==> src/rtl/mem_access_unit.sv <==
// Initiator for a word-wide data RAM (async read, sync write): byte/halfword/word
// loads and stores, sub-word stores done as read-modify-write, misalignment flagged.
module mem_access_unit #(
  parameter int ADDR_WIDTH = 8,
  parameter int DATA_WIDTH = 32
) (
  input  logic                  clk,
  input  logic                  rst_n,
  input  logic                  req_valid,
  output logic                  req_ready,
  input  logic                  req_we,
  input  logic [1:0]            req_size,
  input  logic                  req_unsigned,
  input  logic [31:0]           req_addr,
  input  logic [DATA_WIDTH-1:0] req_wdata,
  output logic                  resp_valid,
  output logic [DATA_WIDTH-1:0] resp_rdata,
  output logic                  resp_error,
  output logic                  mem_write,
  output logic [ADDR_WIDTH-1:0] mem_addr,
  output logic [DATA_WIDTH-1:0] mem_wdata,
  input  logic [DATA_WIDTH-1:0] mem_rdata,
  output logic [1:0]            dbg_state
);

  localparam logic [1:0] S_IDLE  = 2'd0;
  localparam logic [1:0] S_READ  = 2'd1;
  localparam logic [1:0] S_WRITE = 2'd2;
  localparam logic [1:0] S_RESP  = 2'd3;

  logic [1:0]            r_state;
  logic                  r_we;
  logic [1:0]            r_size;
  logic                  r_unsigned;
  logic [1:0]            r_lane;
  logic [15:0]           r_wdata16;
  logic [ADDR_WIDTH-1:0] r_mem_addr;
  logic [DATA_WIDTH-1:0] r_mem_wdata;
  logic [DATA_WIDTH-1:0] r_resp_rdata;
  logic                  r_resp_error;

  logic                  w_err;
  logic [7:0]            w_byte;
  logic [15:0]           w_half;
  logic [DATA_WIDTH-1:0] w_load;
  logic [DATA_WIDTH-1:0] w_merged;
  logic                  w_unused_addr;

  // Handshake: a request is taken on a rising edge with req_valid && req_ready;
  // req_ready is high only in IDLE, so at most one request is in flight.
  // resp_valid is a one-cycle pulse and cannot be stalled.
  assign req_ready  = (r_state == S_IDLE);
  assign resp_valid = (r_state == S_RESP);
  assign resp_rdata = r_resp_rdata;
  assign resp_error = r_resp_error;
  assign mem_write  = (r_state == S_WRITE);
  assign mem_addr   = r_mem_addr;
  assign mem_wdata  = r_mem_wdata;
  assign dbg_state  = r_state;

  assign w_unused_addr = ^req_addr[31:ADDR_WIDTH+2];

  assign w_err = (req_size == 2'b11) ||
                 ((req_size == 2'b01) && req_addr[0]) ||
                 ((req_size == 2'b10) && (req_addr[1:0] != 2'b00));

  // Lane extraction and lane merge both work on the word the RAM returns in READ.
  always_comb begin
    w_byte   = mem_rdata[7:0];
    w_half   = r_lane[1] ? mem_rdata[31:16] : mem_rdata[15:0];
    w_load   = mem_rdata;
    w_merged = mem_rdata;
    case (r_lane)
      2'd1:    w_byte = mem_rdata[15:8];
      2'd2:    w_byte = mem_rdata[23:16];
      2'd3:    w_byte = mem_rdata[31:24];
      default: w_byte = mem_rdata[7:0];
    endcase
    case (r_size)
      2'b00:   w_load = r_unsigned ? {24'h0, w_byte} : {{24{w_byte[7]}}, w_byte};
      2'b01:   w_load = r_unsigned ? {16'h0, w_half} : {{16{w_half[15]}}, w_half};
      default: w_load = mem_rdata;
    endcase
    if (r_size == 2'b00) begin
      case (r_lane)
        2'd1:    w_merged[15:8]  = r_wdata16[7:0];
        2'd2:    w_merged[23:16] = r_wdata16[7:0];
        2'd3:    w_merged[31:24] = r_wdata16[7:0];
        default: w_merged[7:0]   = r_wdata16[7:0];
      endcase
    end else if (r_lane[1]) begin
      w_merged[31:16] = r_wdata16;
    end else begin
      w_merged[15:0] = r_wdata16;
    end
  end

  always_ff @(posedge clk) begin
    if (!rst_n) begin
      r_state      <= S_IDLE;
      r_we         <= 1'b0;
      r_size       <= 2'b00;
      r_unsigned   <= 1'b0;
      r_lane       <= 2'b00;
      r_wdata16    <= '0;
      r_mem_addr   <= '0;
      r_mem_wdata  <= '0;
      r_resp_rdata <= '0;
      r_resp_error <= 1'b0;
    end else begin
      // Response fields are only set on the edge entering RESP, cleared otherwise.
      r_resp_rdata <= '0;
      r_resp_error <= 1'b0;
      case (r_state)
        S_IDLE: begin
          if (req_valid) begin
            r_we       <= req_we;
            r_size     <= req_size;
            r_unsigned <= req_unsigned;
            r_lane     <= req_addr[1:0];
            r_wdata16  <= req_wdata[15:0];
            if (w_err) begin
              r_resp_error <= 1'b1;
              r_state      <= S_RESP;
            end else begin
              r_mem_addr <= req_addr[ADDR_WIDTH+1:2];
              if (req_we && (req_size == 2'b10)) begin
                r_mem_wdata <= req_wdata;
                r_state     <= S_WRITE;
              end else begin
                r_state <= S_READ;
              end
            end
          end
        end
        S_READ: begin
          if (r_we) begin
            r_mem_wdata <= w_merged;
            r_state     <= S_WRITE;
          end else begin
            r_resp_rdata <= w_load;
            r_state      <= S_RESP;
          end
        end
        S_WRITE: r_state <= S_RESP;
        default: r_state <= S_IDLE;
      endcase
    end
  end

endmodule

==> config.mk <==
export PLATFORM = sky130hd
export DESIGN_NAME = mem_access_unit
export DESIGN_NICKNAME = d
export VERILOG_FILES = /design/src/rtl/mem_access_unit.sv
export SDC_FILE = /design/constraint.sdc
export NUM_CORES = 1
export LEC_CHECK = 0
export ABC_AREA = 1
export CORE_ASPECT_RATIO = 1.2
export CORE_MARGIN = 4
export CORE_UTILIZATION = 43
export DETAILED_ROUTE_END_ITERATION = 16
export GPL_TIMING_DRIVEN = 1
export PLACE_DENSITY = 0.74
export SLEW_MARGIN = 10
export SYNTH_ARGS = -nofsm -noshare
export SYNTH_HDL_FRONTEND = slang
export SYNTH_SLANG_ARGS = --single-unit
==> constraint.sdc <==
create_clock -name clk -period 1.5 [get_ports clk]
set_clock_uncertainty 0.1 [all_clocks]
set_input_delay 0.15 -clock clk [delete_from_list [all_inputs] [get_ports clk]]
set_output_delay 0.15 -clock clk [all_outputs]
set_load 0.1 [all_outputs]
==> results of run 1 <==
per-stage QoR:
| step | cells | total power (W) | util [%] | hold WS, ps | setup TNS (ps) |
|---|---|---|---|---|---|
| 2_1_floorplan | 979 | 0.0133 | - | 185 | -20830 |
| 3_3_place_gp | 1350 | 0.0181 | 68.1 | 378 | -11470 |
| 3_5_place_dp | 1350 | 0.0183 | 68.1 | 381 | -14370 |
| 4_1_cts | 1368 | 0.0208 | 71.0 | 75.2 | -1200 |
| 5_1_grt | 1372 | 0.0225 | 72.7 | 133 | -8090 |
| 6_report | 1372 | 0.0214 | 72.7 | 116 | -2660 |
registers in the layout, indices dropped and copies added, names as in the netlist:
name / flops
r_size: 2
dbg_state: 2
r_wdata16: 16
mem_addr: 8
mem_wdata: 32
r_lane: 2
resp_error: 1
resp_rdata: 32
r_we: 1
r_unsigned: 1
worst register-to-register path: stages, from the launching register on:
cell and delay (ps):
dfxtp_4 360, inv_4 80, ha_4 160, buf_4 110, buf_6 90, nand2_4 70, a21oi_4 220, buf_6 160
o21ai_0 90, nor2_1 110
final cells by class:
cell class,count,area (µm²),area share (%)
Clock buffer,13,272,2.82
Clock inverter,3,22.5,0.234
Inverter,116,463,4.81
Multi-Input combinational cell,712,3330,34.6
Sequential cell,97,1960,20.3
Tap cell,168,210,2.18
Timing Repair Buffer,263,3370,35.0
metal layers:
layer	part of all wire, %	vias up	routed length, µm
met3	8.5	49	1750
li1	-	3448	-
met4	4.5	0	923
met1	40	2985	8340
met5	0	-	0
met2	47	280	9680
power groups by stage:
stage / Clock [W] / Sequential (W) / Combinational, W
final: 0.00226 / 0.00407 / 0.0150
after global routing: 0.00239 / 0.00416 / 0.0160
after CTS: 0.00230 / 0.00406 / 0.0144
after detailed placement: 0 / 0.00408 / 0.0142
after global placement: 0 / 0.00408 / 0.0140
after floorplan: 0 / 0.00787 / 0.00543
how the worst max path moves through the flow:
stage                                   start                         end  slack [ps]
floorplan           dbg_state[1]$_SDFFE_PN0P_   mem_wdata[0]$_SDFFE_PN0P_        -320
global placement                  req_size[0]  mem_wdata[21]$_SDFFE_PN0P_        -250
detailed placement                req_size[0]  mem_wdata[30]$_SDFFE_PN0P_        -330
CTS                 dbg_state[0]$_SDFFE_PN0P_  mem_wdata[21]$_SDFFE_PN0P_         -70
global route        dbg_state[1]$_SDFFE_PN0P_    mem_addr[5]$_SDFFE_PN0P_        -190
finish              dbg_state[1]$_SDFFE_PN0P_    mem_addr[2]$_SDFFE_PN0P_        -110
timing repair:
item                                    4_1_cts  5_1_grt
hold buffers                                  0        0
endpoints found under the setup margin       61       93
pin swaps                                     1        9
resized for setup                            19       56
buffers inserted                              2        3
gates cloned                                  0        2
cell usage in the layout, fill, tap and decap left out, types with 2 or more instances in the layout:
cell type	count
o211ai_1	8
a21oi_2	6
a21oi_1	39
nand2_1	310
dfxtp_1	93
nand3_2	22
buf_12	89
nand2_4	2
nor2_1	193
inv_4	7
clkdlybuf4s50_1	79
o21ai_1	11
dfxtp_4	4
inv_2	4
ha_4	4
inv_1	103
o221ai_1	6
buf_4	79
nor2_2	9
nand3_1	44
clkinvlp_4	3
clkbuf_1	2
a31oi_1	8
nor2_4	6
clkbuf_16	12
nand3_4	2
nand2_2	11
o21ai_0	26
buf_6	13
cell families after synthesis:
| group | synth area share, % |
|---|---|
| flops | 33.3 |
| simple gates | 42.9 |
| compound gates | 10.2 |
| fa+ha+maj | 0.859 |
| buf+inv | 12.7 |
==> summary.txt, run 1 <==
Synth
  • Net Count, Synth: 1,086
  • Ranking of synthesized cells by area: dfxtp_1, nand2_1, nor2_1, inv_1, nand3_1
  • Yosys warning count: 0
  • Ys flop type: dfxtp_1
  • Leading area contributor after synthesis: dfxtp_1
  • EDFF count, synth: 0
  • Sequential area share after synthesis: 33.3%
  • Cells after Synth: approximately 980
  • Yosys cell types: 28
  • Cell Area, Synth: 5830 µm²
  • Asr flop ratio synth: 0%
  • Avg Cell Area, Syn: between 5 and 6 µm²
  • Synth Register Bits: 97
  • Count leader, synth: nand2_1
  • Synth top cells by count: nand2_1, nor2_1, inv_1
  • Top cell type's share of synthesized area: 33.3%

Timing
  • Max Slew Vio Count: 0
  • RSZ-0062 raised after global routing: true
  • Final setup fails: 50
  • PnR worst setup slack: -111 ps
  • Hold Violations, Final: 0
  • Slew at the pin with the worst max-slew slack: 393 ps
  • Fin crit share: 107%
  • Worst slew margin: 73.8%
  • Min Tclk post-route: 1610 ps
  • F_max: 621 MHz

Pwr
  • Power Internal: 0.0102 W
  • Power density over the cells: 2220 nW/µm²
  • Net Sw Frac: 52.2%
  • Seq pwr share: 19.1%
  • Clk pwr share: between 10% and 20%
  • NetSw: 0.0111 W
  • Peak supply drop: 1860 µV
  • Combinational power share: 70.3%
  • Pleak: 4.61 nW

Min path
  • Hold path endpoint: dbg_state[0]$_SDFFE_PN0P_
  • Min-Delay Path Class: input port to flop
  • Worst hold stages: 3
  • Hold path start: rst_n

Critical path
  • CP max stage delay: ~360 ps
  • Most used cell along the critical path: buf_6
  • CP endpoint kind: flop
  • CP Max Fanout: 8
  • Startpoint Class: flop
  • Crit path cell chain: inv_4, ha_4, buf_4, buf_6, nand2_4, a21oi_4, buf_6, o21ai_0, nor2_1
  • Worst Path Buf+Inv: 4
  • Worst path required time: 1680 ps
  • Worst Reg-to-Reg Cells: 9
  • Data arrival, critical path: 1800 ps
  • CP delay by family, top: buffers and inverters
  • Kind of critical path: flop to flop
  • RR Startpoint: dbg_state[1]$_SDFFE_PN0P_
  • R2R Path End: mem_addr[2]$_SDFFE_PN0P_
  • Reg2reg setup slack: -110 ps
  • Levels on crit path: 9
  • Slowest stage cell, crit path: dfxtp_4

Final layout
  • Filler cell count: 1,055
  • Final #Nets: 1,306
  • Layout cells sized above 1: a little under a quarter
  • Area Overhead vs Synth: 65.2%
  • Ant. Diodes: 0
  • Fin area: 9630 µm²

Floorplanning
  • Die area: 15,500 µm²
  • Core ar.: around 13,000 µm²
  • I/O pin count: 181
  • Starting density of the core: 44.0%
  • Die height: roughly 140 µm
  • # rows: 46
  • Die Wd: ~110 µm

Drt
  • Post-route ant nets: 0
  • Via/cell ratio: 4.93
  • Drt wl/cell: 15.1 µm
  • Final WL: 20.7 mm
  • Drt first pass iters: 7
  • Total number of vias: 6,762
  • Iter 0 DRT Violations: 457
  • Residual DRC count: 0

Clock network
  • Total CTS buffers: 9
  • TritonCTS clock tree: yes
  • Clk_lat worst skew: 350 ps
  • Clock Sinks: slightly below 100
  • H-tree levels: 3
  • Clock slew seen by the registers of the worst setup and hold paths: 70 ps
  • Bufs on Longest Clock Path: 2
  • CTS root buffer: clkbuf_16

Global routing
  • GR Util met1: between 30% and 40%
  • Met2 usage: between 40% and 50%
  • First-pass GRT wire length: 31.8 mm
  • Vias in the first global route: around 6.3k
  • GR Util met3: 4.87%
  • GRT Max-Usage Layer: met2
  • Largest net degree at the start of global routing: 43
  • Initial antenna violation count: 0
  • Tot GR Track Use: 26.0%
  • Total gr overflow: 0

Placement
  • Setup WS pre-CTS: -326 ps
  • Post-DP HPWL: 15.9 mm
  • Final GP Congestion: 0.976
  • Placed cell area: 9010 µm²
  • Buffers on Ports: approximately 160

Run
  • Total of max-cap violations: 0

Run status
  • Failing checks: setup timing
  • Status: finished with violations
Power figures use the tool's default switching activity.
==> run 2: changes to the inputs <==
--- a/config.mk
+++ b/config.mk
@@ -10,8 +10,9 @@
 export CORE_MARGIN = 4
 export CORE_UTILIZATION = 43
 export DETAILED_ROUTE_END_ITERATION = 16
-export GPL_TIMING_DRIVEN = 1
+export GPL_TIMING_DRIVEN = 0
 export PLACE_DENSITY = 0.74
+export RECOVER_POWER = 25
 export SLEW_MARGIN = 10
 export SYNTH_ARGS = -nofsm -noshare
 export SYNTH_HDL_FRONTEND = slang
==> summary.txt, run 2 (synthesized netlist as in run 1, its figures left out) <==
Critical path
  • Kind of critical path: flop to primary output
  • Startpoint Class: flop
  • CP Max Fanout: 4
  • R2R Path End: mem_wdata[16]$_SDFFE_PN0P_
  • Reg2reg setup slack: -260 ps
  • Worst path required time: 1250 ps
  • CP endpoint kind: primary output
  • Data arrival, critical path: 1510 ps
  • RR Startpoint: dbg_state[0]$_SDFFE_PN0P_
  • Worst Reg-to-Reg Cells: 10

Timing
  • Fin crit share: 117%
  • Max Slew Vio Count: 0
  • Final setup fails: between 90 and 100
  • F_max: 568 MHz
  • RSZ-0062 raised after global routing: true
  • Slew at the pin with the worst max-slew slack: between 500 and 600 ps
  • Min Tclk post-route: 1760 ps
  • Hold Violations, Final: 0
  • PnR worst setup slack: -259 ps
  • Worst slew margin: 63.0%

Placement
  • Post-DP HPWL: 16.7 mm
  • Buffers on Ports: 157
  • Final GP Congestion: 0.969
  • Placed cell area: 7710 µm²

Drt
  • Residual DRC count: 0
  • Final WL: 23.8 mm
  • Total number of vias: 7,033
  • Drt first pass iters: 6
  • Iter 0 DRT Violations: around 590
  • Post-route ant nets: 0
  • Drt wl/cell: 17.5 µm
  • Via/cell ratio: ~5.2

Clock network
  • Clk_lat worst skew: 350 ps
  • Clock Sinks: between 90 and 100
  • Bufs on Longest Clock Path: 2
  • CTS root buffer: clkbuf_16
  • Hold buffer count at cts: 0
  • Clock slew seen by the registers of the worst setup and hold paths: 60 ps
  • Total CTS buffers: 9
  • H-tree levels: 3
  • TritonCTS clock tree: yes

Pwr
  • Pleak: 4.34 nW
  • Peak supply drop: 1590 µV
  • Total power: 0.0212 W
  • Power density over the cells: 2310 nW/µm²

Min path
  • Hold path endpoint: r_wdata16[12]$_SDFFE_PN0P_
  • Hold path start: rst_n
  • Worst hold stages: 3
  • Min-Delay Path Class: input port to flop

Final layout
  • Commonest non-fill, non-tap cells in the layout: nand2_1, nor2_1, inv_1, dfxtp_1, clkdlybuf4s50_1
  • Final Core Density: 69.3%
  • Layout cells sized above 1: roughly 30%
  • Final #Nets: 1,300
  • Fin area: 9170 µm²
  • Ant. Diodes: 0
  • Most common cell after layout, fill and taps aside: nand2_1
  • Area Overhead vs Synth: 57.4%

Global routing
  • Vias in the first global route: between 6k and 7k
  • First-pass GRT wire length: 35.4 mm
  • Tot GR Track Use: between 20% and 30%
  • Largest net degree at the start of global routing: 15
  • Total gr overflow: 0
  • Initial antenna violation count: 0

Run status
  • Status: finished with violations
  • Failing checks: setup timing

Floorplanning
  • Die height: 136 µm
  • Core ar.: 13,200 µm²
  • Die Wd: 114 µm
  • # rows: 46
  • I/O pin count: 181
  • Die area: approximately 15,000 µm²
  • Starting density of the core: between 40 and 50%

Run
  • Total of max-cap violations: 0
## run 2: what timing repair did
| action | CTS | global route |
|---|---|---|
| buffers inserted | 20 | 17 |
| endpoints found under the setup margin | 161 | 128 |
| pin swaps | 15 | 47 |
| gates resized for setup | 423 | 178 |
| gates cloned | 10 | 2 |
## run 2: routing by layer
metal | share of wire (%) | up-vias | global-route usage [%]
met5 | 0 | - | 0
met4 | 6.5 | 0 | 18.5
met3 | 7.6 | 92 | 5.94
met2 | 47 | 332 | 48.6
met1 | 39 | 3163 | 35.5
li1 | - | 3446 | -
## run 2: worst max-delay path, cell delays in order (launching register included)
cell	delay, ps
dfxtp_4	390
inv_4	50
ha_4	160
buf_4	140
buf_4	130
buf_4	130
buf_12	150
## run 2: worst max path at each step
stage	from	endpoint	slack (ps)	cells past startpoint
after floorplan	dbg_state[1]$_SDFFE_PN0P_	mem_wdata[0]$_SDFFE_PN0P_	-320	9
after global placement	dbg_state[0]$_SDFFE_PN0P_	mem_write	-460	3
after detailed placement	dbg_state[0]$_SDFFE_PN0P_	mem_write	-470	3
after CTS	dbg_state[0]$_SDFFE_PN0P_	mem_wdata[16]$_SDFFE_PN0P_	-260	10
after global routing	req_size[0]	mem_wdata[23]$_SDFFE_PN0P_	-350	11
final	dbg_state[0]$_SDFFE_PN0P_	req_ready	-260	6
## run 2: layout make-up
class	count	area [µm²]
fillers	1151	4070
clock inverters	3	42.5
inverters	116	483
plain buffers	53	483
multi-input cells	714	3820
repair buffers	202	1940
flip-flops and latches	97	1960
clock buffers	12	236
well taps	168	210
## run 2: through the flow
stage | worst slack [ps] | hold slack (ps) | TNS, ps | instances
after CTS | -261 | 52.1 | -8650 | 1349
after floorplan | -319 | 185 | -20830 | 979
final | -259 | 75.5 | -12550 | 1365
after global routing | -354 | 69.6 | -19910 | 1365
after detailed placement | -471 | 398 | -42620 | 1304
after global placement | -463 | 393 | -41100 | 1304
## run 2: where the power goes
part / total, W / switching, W / internal [W]
sequential: 0.00372 / 0.000374 / 0.00335
combinational: 0.0152 / 0.0106 / 0.00462
clock: 0.00227 / 0.000988 / 0.00128
total: 0.0212 / 0.0120 / 0.00925
